==> config.mk <==
export PLATFORM = sky130hd
export DESIGN_NAME = seq_alu
export DESIGN_NICKNAME = d
export VERILOG_FILES = /design/src/rtl/seq_alu.sv
export SDC_FILE = /design/constraint.sdc
export NUM_CORES = 1
export LEC_CHECK = 0
export ABC_AREA = 0
export ABC_CLOCK_PERIOD_IN_PS = 8900
export BUFFER_PORTS_ARGS = -buffer_cell sky130_fd_sc_hd__buf_2
export CAP_MARGIN = 10
export CORE_MARGIN = 4
export CORE_UTILIZATION = 55
export CTS_CLUSTER_SIZE = 8
export DETAILED_ROUTE_END_ITERATION = 10
export GPL_TIMING_DRIVEN = 0
export PLACE_DENSITY = 0.73
export SLEW_MARGIN = 40
export SYNTH_ARGS = -nofsm -noshare
export SYNTH_HDL_FRONTEND = slang
export SYNTH_SLANG_ARGS = --single-unit
export TNS_END_PERCENT = 5
==> constraint.sdc <==
create_clock -name clk -period 8.9 [get_ports clk]
set_input_delay 1.78 -clock clk [delete_from_list [all_inputs] [get_ports clk]]
set_output_delay 1.78 -clock clk [all_outputs]
set_load 0.05 [all_outputs]
==> src/rtl/seq_alu.sv <==
// Multi-cycle ALU: single-cycle logic/arithmetic, bit-serial shifts and a shift-add multiplier.
// One operation is in flight at a time; result and flags are registered and held until the next op.
module seq_alu #(
   parameter int WIDTH = 16,
   parameter int SHW   = $clog2(WIDTH)
) (
   input  logic             clk,
   input  logic             rst_n,
   input  logic             start,
   input  logic [3:0]       ALUOp,
   input  logic [WIDTH-1:0] a,
   input  logic [WIDTH-1:0] b,
   output logic             busy,
   output logic             done,
   output logic [WIDTH-1:0] result,
   output logic             zero,
   output logic             Negative,
   output logic             carry,
   output logic             overflow
);

   localparam logic [1:0] IDLE = 2'd0;
   localparam logic [1:0] RUN  = 2'd1;
   localparam logic [1:0] DONE = 2'd2;

   localparam logic [3:0] OP_AND = 4'h0;
   localparam logic [3:0] OP_ADD = 4'h1;
   localparam logic [3:0] OP_SUB = 4'h2;
   localparam logic [3:0] OP_OR  = 4'h3;
   localparam logic [3:0] OP_XOR = 4'h4;
   localparam logic [3:0] OP_SLL = 4'h5;
   localparam logic [3:0] OP_SRL = 4'h6;
   localparam logic [3:0] OP_SRA = 4'h7;
   localparam logic [3:0] OP_MUL = 4'h8;

   // Counter must hold WIDTH itself for the multiply step count.
   localparam int CW = SHW + 1;

   logic [1:0]         state_q, state_d;
   logic [3:0]         op_q, op_d;
   logic [WIDTH-1:0]   opa_q, opa_d;
   logic [2*WIDTH-1:0] acc_q, acc_d;
   logic [CW-1:0]      cnt_q, cnt_d;
   logic [WIDTH-1:0]   res_q, res_d;
   logic               zero_q, zero_d;
   logic               neg_q, neg_d;
   logic               carry_q, carry_d;
   logic               ovf_q, ovf_d;

   logic [SHW-1:0]     shamt;
   logic [WIDTH:0]     add_full;
   logic [WIDTH:0]     sub_full;
   logic [WIDTH-1:0]   sh_next;
   logic               sh_out;
   logic [WIDTH:0]     mul_sum;
   logic [2*WIDTH-1:0] mul_next;

   logic               wr;
   logic [WIDTH-1:0]   new_res;
   logic               new_c;
   logic               new_v;

   assign shamt    = b[SHW-1:0];
   assign add_full = {1'b0, a} + {1'b0, b};
   assign sub_full = {1'b0, a} - {1'b0, b};

   // Accumulator is {partial product high half, remaining multiplier bits}; one step per cycle.
   assign mul_sum  = {1'b0, acc_q[2*WIDTH-1:WIDTH]} + (acc_q[0] ? {1'b0, opa_q} : '0);
   assign mul_next = {mul_sum, acc_q[WIDTH-1:1]};

   always_comb begin
      sh_next = opa_q;
      sh_out  = 1'b0;
      case (op_q)
         OP_SLL: begin
            sh_next = {opa_q[WIDTH-2:0], 1'b0};
            sh_out  = opa_q[WIDTH-1];
         end
         OP_SRL: begin
            sh_next = {1'b0, opa_q[WIDTH-1:1]};
            sh_out  = opa_q[0];
         end
         OP_SRA: begin
            sh_next = {opa_q[WIDTH-1], opa_q[WIDTH-1:1]};
            sh_out  = opa_q[0];
         end
         default: ;
      endcase
   end

   always_comb begin
      state_d = state_q;
      op_d    = op_q;
      opa_d   = opa_q;
      acc_d   = acc_q;
      cnt_d   = cnt_q;
      res_d   = res_q;
      zero_d  = zero_q;
      neg_d   = neg_q;
      carry_d = carry_q;
      ovf_d   = ovf_q;
      wr      = 1'b0;
      new_res = '0;
      new_c   = 1'b0;
      new_v   = 1'b0;

      case (state_q)
         IDLE: begin
            if (start) begin
               op_d    = ALUOp;
               opa_d   = a;
               acc_d   = {{WIDTH{1'b0}}, b};
               cnt_d   = {1'b0, shamt};
               state_d = DONE;
               wr      = 1'b1;
               case (ALUOp)
                  OP_AND: new_res = a & b;
                  OP_ADD: begin
                     {new_c, new_res} = add_full;
                     new_v = (a[WIDTH-1] == b[WIDTH-1]) && (add_full[WIDTH-1] != a[WIDTH-1]);
                  end
                  OP_SUB: begin
                     {new_c, new_res} = sub_full;
                     new_v = (a[WIDTH-1] != b[WIDTH-1]) && (sub_full[WIDTH-1] != a[WIDTH-1]);
                  end
                  OP_OR:  new_res = a | b;
                  OP_XOR: new_res = a ^ b;
                  OP_SLL, OP_SRL, OP_SRA: begin
                     if (shamt != '0) begin
                        wr      = 1'b0;
                        state_d = RUN;
                     end else begin
                        new_res = a;
                     end
                  end
                  OP_MUL: begin
                     wr      = 1'b0;
                     state_d = RUN;
                     cnt_d   = CW'(WIDTH);
                  end
                  default: ;
               endcase
            end
         end

         RUN: begin
            cnt_d = cnt_q - CW'(1);
            if (op_q == OP_MUL) begin
               acc_d = mul_next;
            end else begin
               opa_d = sh_next;
            end
            if (cnt_q == CW'(1)) begin
               wr      = 1'b1;
               state_d = DONE;
               if (op_q == OP_MUL) begin
                  new_res = mul_next[WIDTH-1:0];
                  new_c   = |mul_next[2*WIDTH-1:WIDTH];
               end else begin
                  new_res = sh_next;
                  new_c   = sh_out;
               end
            end
         end

         DONE:    state_d = IDLE;
         default: state_d = IDLE;
      endcase

      if (wr) begin
         res_d   = new_res;
         carry_d = new_c;
         ovf_d   = new_v;
         zero_d  = (new_res == '0);
         neg_d   = new_res[WIDTH-1];
      end
   end

   always_ff @(posedge clk or negedge rst_n) begin
      if (!rst_n) begin
         state_q <= IDLE;
         op_q    <= '0;
         opa_q   <= '0;
         acc_q   <= '0;
         cnt_q   <= '0;
         res_q   <= '0;
         zero_q  <= 1'b0;
         neg_q   <= 1'b0;
         carry_q <= 1'b0;
         ovf_q   <= 1'b0;
      end else begin
         state_q <= state_d;
         op_q    <= op_d;
         opa_q   <= opa_d;
         acc_q   <= acc_d;
         cnt_q   <= cnt_d;
         res_q   <= res_d;
         zero_q  <= zero_d;
         neg_q   <= neg_d;
         carry_q <= carry_d;
         ovf_q   <= ovf_d;
      end
   end

   assign busy     = (state_q != IDLE);
   assign done     = (state_q == DONE);
   assign result   = res_q;
   assign zero     = zero_q;
   assign Negative = neg_q;
   assign carry    = carry_q;
   assign overflow = ovf_q;

endmodule

==> summary.md, run 1 <==
| Metric | Value |
|---|---|
| Status | completed |
| Int Pwr | 1.16 mW |
| FMAX | 0.199 GHz |
| Cell Area, Synth | 0.00742 mm^2 |
| Power density over cell area | 271 mW/mm^2 |
| Max Buffers Root-to-Sink | 2 |
| First-pass GRT wire length | 37300 um |
| Setup TNS | 0 ps |
| Post-layout min period | 5020 ps |
| Die Width | 124 um |
| Ant diodes | 0 |
| Worst vdd ir | 0.125 mV |
| Cts bufs inserted | 9 |
| Clk root buf | clkbuf_16 |
| Final Slew Violations | 0 |
| Post-Synthesis Cells | 963 |
| Final worst setup slack | 3880 ps |
| Post_cts resized | 0 |
| Worst Clk Skew | 7.18 ps |
| Number of synthesized flops with an enable pin | 0 |
| Total net switching power | 1.09 mW |
| Sw Ratio | 48.5% |
| GRT Total Usage | 31.3% |
| Slowest CP cell | a2111oi_0 |
| Ys async rst share | 100% |
| Seq/Total Area, Yosys | 26.3% |
| Hold Path Class | flip-flop to flip-flop |
| Floorplan core area | 0.0132 mm^2 |
| Routed via count | 7664 |
| Worst-path cell chain | buf_2, inv_1, ha_1, clkbuf_1, nand3_1, a21oi_1, a2111oi_0, mux2i_1, o211ai_1, nor4_1, nand4b_1, nor3_1, nand3_1, o21ai_1 |
| CTS tree | yes |
| WS Path Type | primary input to flip-flop |
| PortBufs | 58 |
| Dpl hpwl | 18400 um |
| Clock Pin Slew Worst Setup and Hold Paths | 60 ps |
| Primary FF master, synth | dfrtp_1 |
| Initial DRC count | 668 |
| RSZ-0062 raised after global routing | false |
| Max cap viols | 0 |
| Clock power share | 18.9% |
| Largest cells by area after synthesis | dfrtp_1 (26%), ha_1 (11%), a21oi_1 (5.7%), nand2_1 (5.1%), nor2_1 (4.3%) |
| Fillers | 1272 |
| CP Max Fanout | 10 |
| Finished Core Util | 62.9% |
| Final-stage net count | 1142 |
| GPL Wtd Cong | 0.949 |
| Final Hold Viols | 0 |
| Lkg Pwr | 3.93 nW |
| Vias in the first global route | 7027 |
| CP dominant cell by count | nand3_1 |
| Synth area leader | dfrtp_1 |
| H-tree depth | 3 |
| Critical Path AT | 5280 ps |
| Syn Nets | 1072 |
| Crit start category | primary input |
| Syn avg cell area | 7.71 um^2 |
| DR vias/cell | 6.31 |
| WL final | 23700 um |
| Post-Place Worst Slack | 3860 ps |
| Final setup viols | 0 |
| Least-Margin Pin Slew | 853 ps |
| Yosys reg bits | 78 |
| I/O pins | 61 |
| DR WL/cell | 19.5 um |
| Post-synthesis cell type count | 74 |
| Share of power burned in registers | 28.2% |
| Area grow syn2layout | 12.2% |
| Combinational cell fraction of total power | 52.9% |
| Share of post-route cells with drive strength above 1 | 9.44% |
| Die Y | 124 um |
| Yosys top cell area share | 26.3% |
| Setup crit end kind | flip-flop |
| GRT overflow | 0 |
| WP data required | 9170 ps |
| Worst slew margin | 41.7% |
| Remaining DRCs | 0 |
| Most frequent cell after synthesis | nand2_1 |
| Most common library cells after synthesis | nand2_1 (101), a21oi_1 (85), nor2_1 (85) |
| Final worst path period share | 56.4% |
| Die area | 0.0154 mm^2 |
| Initial DRT Pass Iterations | 6 |
| Post-CTS setup buffers | 0 |
| Synth warn | 0 |
| Row count | 42 |
| Clk Latency, worst-skew pair | 340 ps |
| Initial core utilization | 56.0% |
| Number of clock sinks | 78 |
| Max stage delay on crit path | 760 ps |
| Antenna-violating nets left | 0 |
| Antenna violations before repair | 0 |
| CTS hold repair buffers | 0 |
| Largest net degree at the start of global routing | 50 |
[layout by cell type (no fill, tap or decap), types with 6 or more instances in the layout]
cell | synthesis | routed
clkbuf_16 | 0 | 9
nor4_1 | 7 | 7
nand2b_1 | 18 | 18
clkbuf_1 | 51 | 51
a22oi_1 | 7 | 7
nor3b_1 | 7 | 6
nor3_1 | 15 | 15
dfrtp_1 | 78 | 78
o211ai_1 | 10 | 10
nor2_1 | 85 | 85
ha_1 | 67 | 67
and2_1 | 19 | 19
a222oi_1 | 8 | 8
o21a_1 | 7 | 7
a21o_1 | 24 | 24
o22ai_1 | 11 | 11
nand3_1 | 35 | 35
a21oi_1 | 85 | 85
inv_1 | 61 | 61
xnor2_1 | 19 | 19
a211oi_1 | 13 | 13
buf_2 | 7 | 64
xor2_1 | 7 | 7
a31oi_1 | 14 | 14
nand2_1 | 101 | 101
a221oi_1 | 15 | 15
and3_1 | 7 | 7
or3_1 | 6 | 6
a221o_1 | 11 | 11
mux2i_1 | 9 | 9
o21ai_1 | 15 | 15
o21ai_0 | 56 | 56
nor2b_1 | 12 | 12
[critical path, delay by kind of cell]
kind / cells / cell delay, ps
AOI/OAI and AO/OA: 4 / 1140
and+or+nand+nor: 5 / 1250
buffers and inverters: 3 / 480
muxes: 1 / 310
adders and majority gates: 1 / 330
[state kept, by name, indices dropped and copies added, names as in the netlist]
| register | cells |
|---|---|
| carry | 1 |
| zero | 1 |
| cnt_q | 5 |
| overflow | 1 |
| opa_q | 16 |
| op_q | 4 |
| acc_q | 32 |
| state_q | 2 |
| result | 16 |
[stage by stage]
stage | power (mW) | area (um^2) | cells | hold slack [ps]
detailed placement | 1.79 | 7970 | 1198 | 460
floorplan | 1.46 | 7420 | 963 | 464
finish | 2.25 | 8330 | 1214 | 471
global route | 2.40 | 8330 | 1214 | 480
CTS | 2.23 | 8320 | 1214 | 474
global placement | 1.77 | 7930 | 1197 | 456
[cell families (layout without fill, tap and decap cells)]
logic type	Yosys count	in the layout	share of synthesized area, %
fa+ha+maj	70	70	12.1
xor+xnor	26	26	3.07
buf+inv	124	199	6.64
mux	11	11	1.67
simple gates	335	335	21.8
compound gates	319	319	28.4
flops	78	78	26.3
[worst paths after layout]
check | startpoint | to | slack [ps] | cells after the start
setup / recovery | a[5] | zero | 3880 | 14
hold reg to reg | result[12] | result[12] | 470 | 1
min in group asynchronous | rst_n | acc_q[19] | 1320 | 1
max in group asynchronous | rst_n | acc_q[14] | 7040 | 2
hold / removal | result[12] | result[12] | 470 | 1
setup reg to reg | acc_q[0] | carry | 5190 | 15
[power by group through the flow]
stage	Clock, mW	Combinational [mW]	Sequential [mW]
2_1_floorplan	0	0.749	0.713
3_3_place_gp	0	1.14	0.630
3_5_place_dp	0	1.16	0.634
4_1_cts	0.427	1.17	0.629
5_1_grt	0.447	1.31	0.652
6_report	0.426	1.19	0.635
[per-layer routing]
layer | part of all wire [%] | routed length (um) | vias up | global-route usage [%]
met5 | 0 | 0 | - | 0
met4 | 3.5 | 819 | 0 | 11.9
met3 | 8.1 | 1930 | 61 | 4.45
met2 | 47 | 11200 | 346 | 52.3
met1 | 41 | 9750 | 3628 | 41.1
li1 | - | - | 3629 | -
[area by class of cell]
class	count	area (um^2)	area share [%]
tap	176	220	2.65
sequential	78	1950	23.4
timing repair buffer	59	324	3.89
clock buffer	9	225	2.71
clock inverter	7	121	1.46
inverter	62	233	2.80
multi-input combinational	761	4990	59.9
buffer	62	260	3.13
No activity file was read; power rests on OpenSTA's default activity.
==> inputs of run 2 (changes only) <==
--- a/config.mk
+++ b/config.mk
@@ -5,8 +5,8 @@
 export SDC_FILE = /design/constraint.sdc
 export NUM_CORES = 1
 export LEC_CHECK = 0
-export ABC_AREA = 0
-export ABC_CLOCK_PERIOD_IN_PS = 8900
+export ABC_AREA = 1
+export ABC_CLOCK_PERIOD_IN_PS = 5150
 export BUFFER_PORTS_ARGS = -buffer_cell sky130_fd_sc_hd__buf_2
 export CAP_MARGIN = 10
 export CORE_MARGIN = 4
==> constraint.sdc (replaced) <==
create_clock -name clk -period 5.15 [get_ports clk]
set_input_delay 1.03 -clock clk [delete_from_list [all_inputs] [get_ports clk]]
set_output_delay 1.03 -clock clk [all_outputs]
set_load 0.05 [all_outputs]
==> run 2 against run 1 <==
Clock power grew 58%; synthesized cell count up 26%; via count up 7.1%; largest power group unchanged; core utilization fell by 0.096 points; critical path depth up 5; synthesized area rose by 6.5%; sequential power rose by 64%; critical path type is now flip-flop to flip-flop; cell count rose by 21%.
==> summary.md, run 2 <==
| Metric | Value |
|---|---|
| Status | completed |
| PortBufs | 60 |
| Worst slew margin | 60.3% |
| Worst Clk Skew | 4.45 ps |
| Combinational cell fraction of total power | 54.9% |
| Seq/Total Area, Yosys | 24.7% |
| Post-Synthesis Cells | 1215 |
| Least-Margin Pin Slew | 595 ps |
| First-pass GRT wire length | 39400 um |
| Number of clock sinks | 78 |
| Max cap viols | 0 |
| Syn avg cell area | 6.50 um^2 |
| Max reg flops | 32 |
| Die Y | 128 um |
| Crit start category | flip-flop |
| Die area | 0.0163 mm^2 |
| Clk root buf | clkbuf_16 |
| Share of post-route cells with drive strength above 1 | 12.8% |
| Clk Latency, worst-skew pair | 340 ps |
| Die Width | 128 um |
| Remaining DRCs | 0 |
| Initial DRT Pass Iterations | 6 |
| GRT Total Usage | 30.2% |
| Number of synthesized flops with an enable pin | 0 |
| Ys async rst share | 100% |
| Final Slew Violations | 0 |
| Hold Path Class | flip-flop to flip-flop |
| Final Hold Viols | 0 |
| Worst-path cell chain | clkbuf_1, clkbuf_1, nand2_1, inv_1, ha_1, inv_1, fa_1, nand3b_1, nand2_1, nand3_1, nand2_1, nand2_1, nor2_1, nor2_1, o21ai_0, xor2_1, nand3_1, nand2_1, nand2_1 |
| Antenna-violating nets left | 0 |
| CP dominant cell by count | nand2_1 |
| CP Max Fanout | 10 |
| Area grow syn2layout | 11.1% |
| Floorplan core area | 0.0140 mm^2 |
| Initial DRC count | 626 |
| CTS hold repair buffers | 0 |
| Max stage delay on crit path | 400 ps |
| I/O pins | 61 |
| Fillers | 1360 |
| Final worst path period share | 67.6% |
| DR vias/cell | 5.58 |
| Syn Nets | 1324 |
| Most common library cells after synthesis | nand2_1 (333), inv_1 (177), nand3_1 (115) |
| Commonest non-fill, non-tap cells in the layout | nand2_1 (333), inv_1 (177), nand3_1 (115) |
| Power density over cell area | 432 mW/mm^2 |
| Synth warn | 0 |
| Post-layout min period | 3480 ps |
| Leading cell type in the layout, fill and taps excluded | nand2_1 |
| WL final | 24100 um |
| Int Pwr | 1.91 mW |
| Initial core utilization | 56.5% |
| Ant diodes | 0 |
| Cell Area, Synth | 0.00790 mm^2 |
| Routed via count | 8210 |
| Antenna violations before repair | 0 |
| Synth area leader | dfrtp_1 |
| Worst vdd ir | 0.202 mV |
| Lkg Pwr | 4.95 nW |
| Finished Core Util | 62.8% |
| RSZ-0062 raised after global routing | false |
| Row count | 43 |
| CTS tree | yes |
| Clock power share | 17.8% |
| Total net switching power | 1.89 mW |
| Primary FF master, synth | dfrtp_1 |
| Post_cts resized | 0 |
| GPL Wtd Cong | 0.958 |
| WS Path Type | flip-flop to flip-flop |
| Delay-heaviest family, CP | simple AND/OR/NAND/NOR gates |
| DR WL/cell | 16.4 um |
| Yosys top cell area share | 24.7% |
| Crit path buf inv count | 4 |
| Cts bufs inserted | 9 |
| GRT overflow | 0 |
| Max Buffers Root-to-Sink | 2 |
| Most frequent cell after synthesis | nand2_1 |
| Slowest CP cell | fa_1 |
| Largest net degree at the start of global routing | 55 |
| Share of power burned in registers | 27.4% |
| Post-synthesis cell type count | 48 |
| Final setup viols | 0 |
| Critical Path AT | 3710 ps |
| Reg with most FFs | acc_q |
| Vias in the first global route | 7776 |
| Setup crit end kind | flip-flop |
| H-tree depth | 3 |
| Setup TNS | 0 ps |
| Dpl hpwl | 19300 um |
| Sw Ratio | 49.7% |
| FMAX | 0.287 GHz |
| Clock Pin Slew Worst Setup and Hold Paths | 60 ps |
| WP data required | 5380 ps |
| Yosys reg bits | 78 |
| Final-stage net count | 1396 |
| Post-CTS setup buffers | 0 |
| Largest cells by area after synthesis | dfrtp_1 (25%), nand2_1 (16%), ha_1 (11%), inv_1 (8.4%), nand3_1 (7.3%) |
## run 2: changes by cell type after synthesis, moves of 14 or more
cell,change
and2_1,-17
a21oi_1,-19
nand3_1,+80
nand2b_1,-18
inv_1,+116
nand2_2,+15
nand2_1,+232
xnor2_1,-14
a221oi_1,-14
a21o_1,-19
o21ai_0,+22
nor2_1,-15
clkbuf_1,-37
## run 2: metrics by stage
step           hold slack [ps]  cell area, um^2  total power, mW  setup WS, ps  instances
2_1_floorplan              459             7900             2.53          2280       1215
3_3_place_gp               458             8430             3.06          1730       1455
3_5_place_dp               466             8460             3.09          1710       1456
4_1_cts                    479             8780             3.78          1670       1472
5_1_grt                    494             8780             4.09          1280       1472
6_report                   478             8780             3.80          1670       1472
## run 2: cell families after synthesis
| group | count (synthesis) | synth area share [%] |
|---|---|---|
| AOI/OAI and AO/OA | 235 | 17.8 |
| and+or+nand+nor | 580 | 32.1 |
| DFF | 78 | 24.7 |
| buffers and inverters | 236 | 12.3 |
| adders and majority gates | 70 | 11.4 |
| xor gates and xnor gates | 16 | 1.77 |
## run 2: metal layers
metal / wire, um / share of wire, % / track usage [%]
met3: 1360 / 5.6 / 2.75
met4: 592 / 2.5 / 9.11
met5: 0 / 0 / 0
met1: 10400 / 43 / 39.8
met2: 11700 / 49 / 52.6
## run 2: final cells by class
cell class	count	area, um^2	share of cell area, %
Buffer	40	229	2.61
Clock buffer	14	284	3.23
Clock inverter	2	37.5	0.427
Inverter	196	741	8.44
Multi-Input combinational cell	901	4980	56.7
Sequential cell	78	1950	22.2
Tap cell	180	225	2.56
Timing Repair Buffer	61	334	3.80
## run 2: power by group through the flow
stage	clock network, mW	logic (mW)	registers (mW)
6_report	0.675	2.08	1.04
2_1_floorplan	0	1.33	1.20
5_1_grt	0.705	2.32	1.07
3_5_place_dp	0	2.05	1.04
3_3_place_gp	0	2.02	1.03
4_1_cts	0.679	2.06	1.03
## run 2: worst min-delay path: stages, from the launching register on
cell and delay (ps):
dfrtp_1 330, nand2_1 60, nand2_1 60
## run 2: worst paths after layout
path	to	start	depth (start not counted)	slack (ps)
max in group asynchronous	acc_q[2]	rst_n	2	4060
min in group asynchronous	acc_q[18]	rst_n	1	550
worst min register to register	result[12]	result[12]	2	480
worst max-delay path	carry	acc_q[0]	19	1670
worst min-delay path	result[12]	result[12]	2	480
worst max register to register	carry	acc_q[0]	19	1670
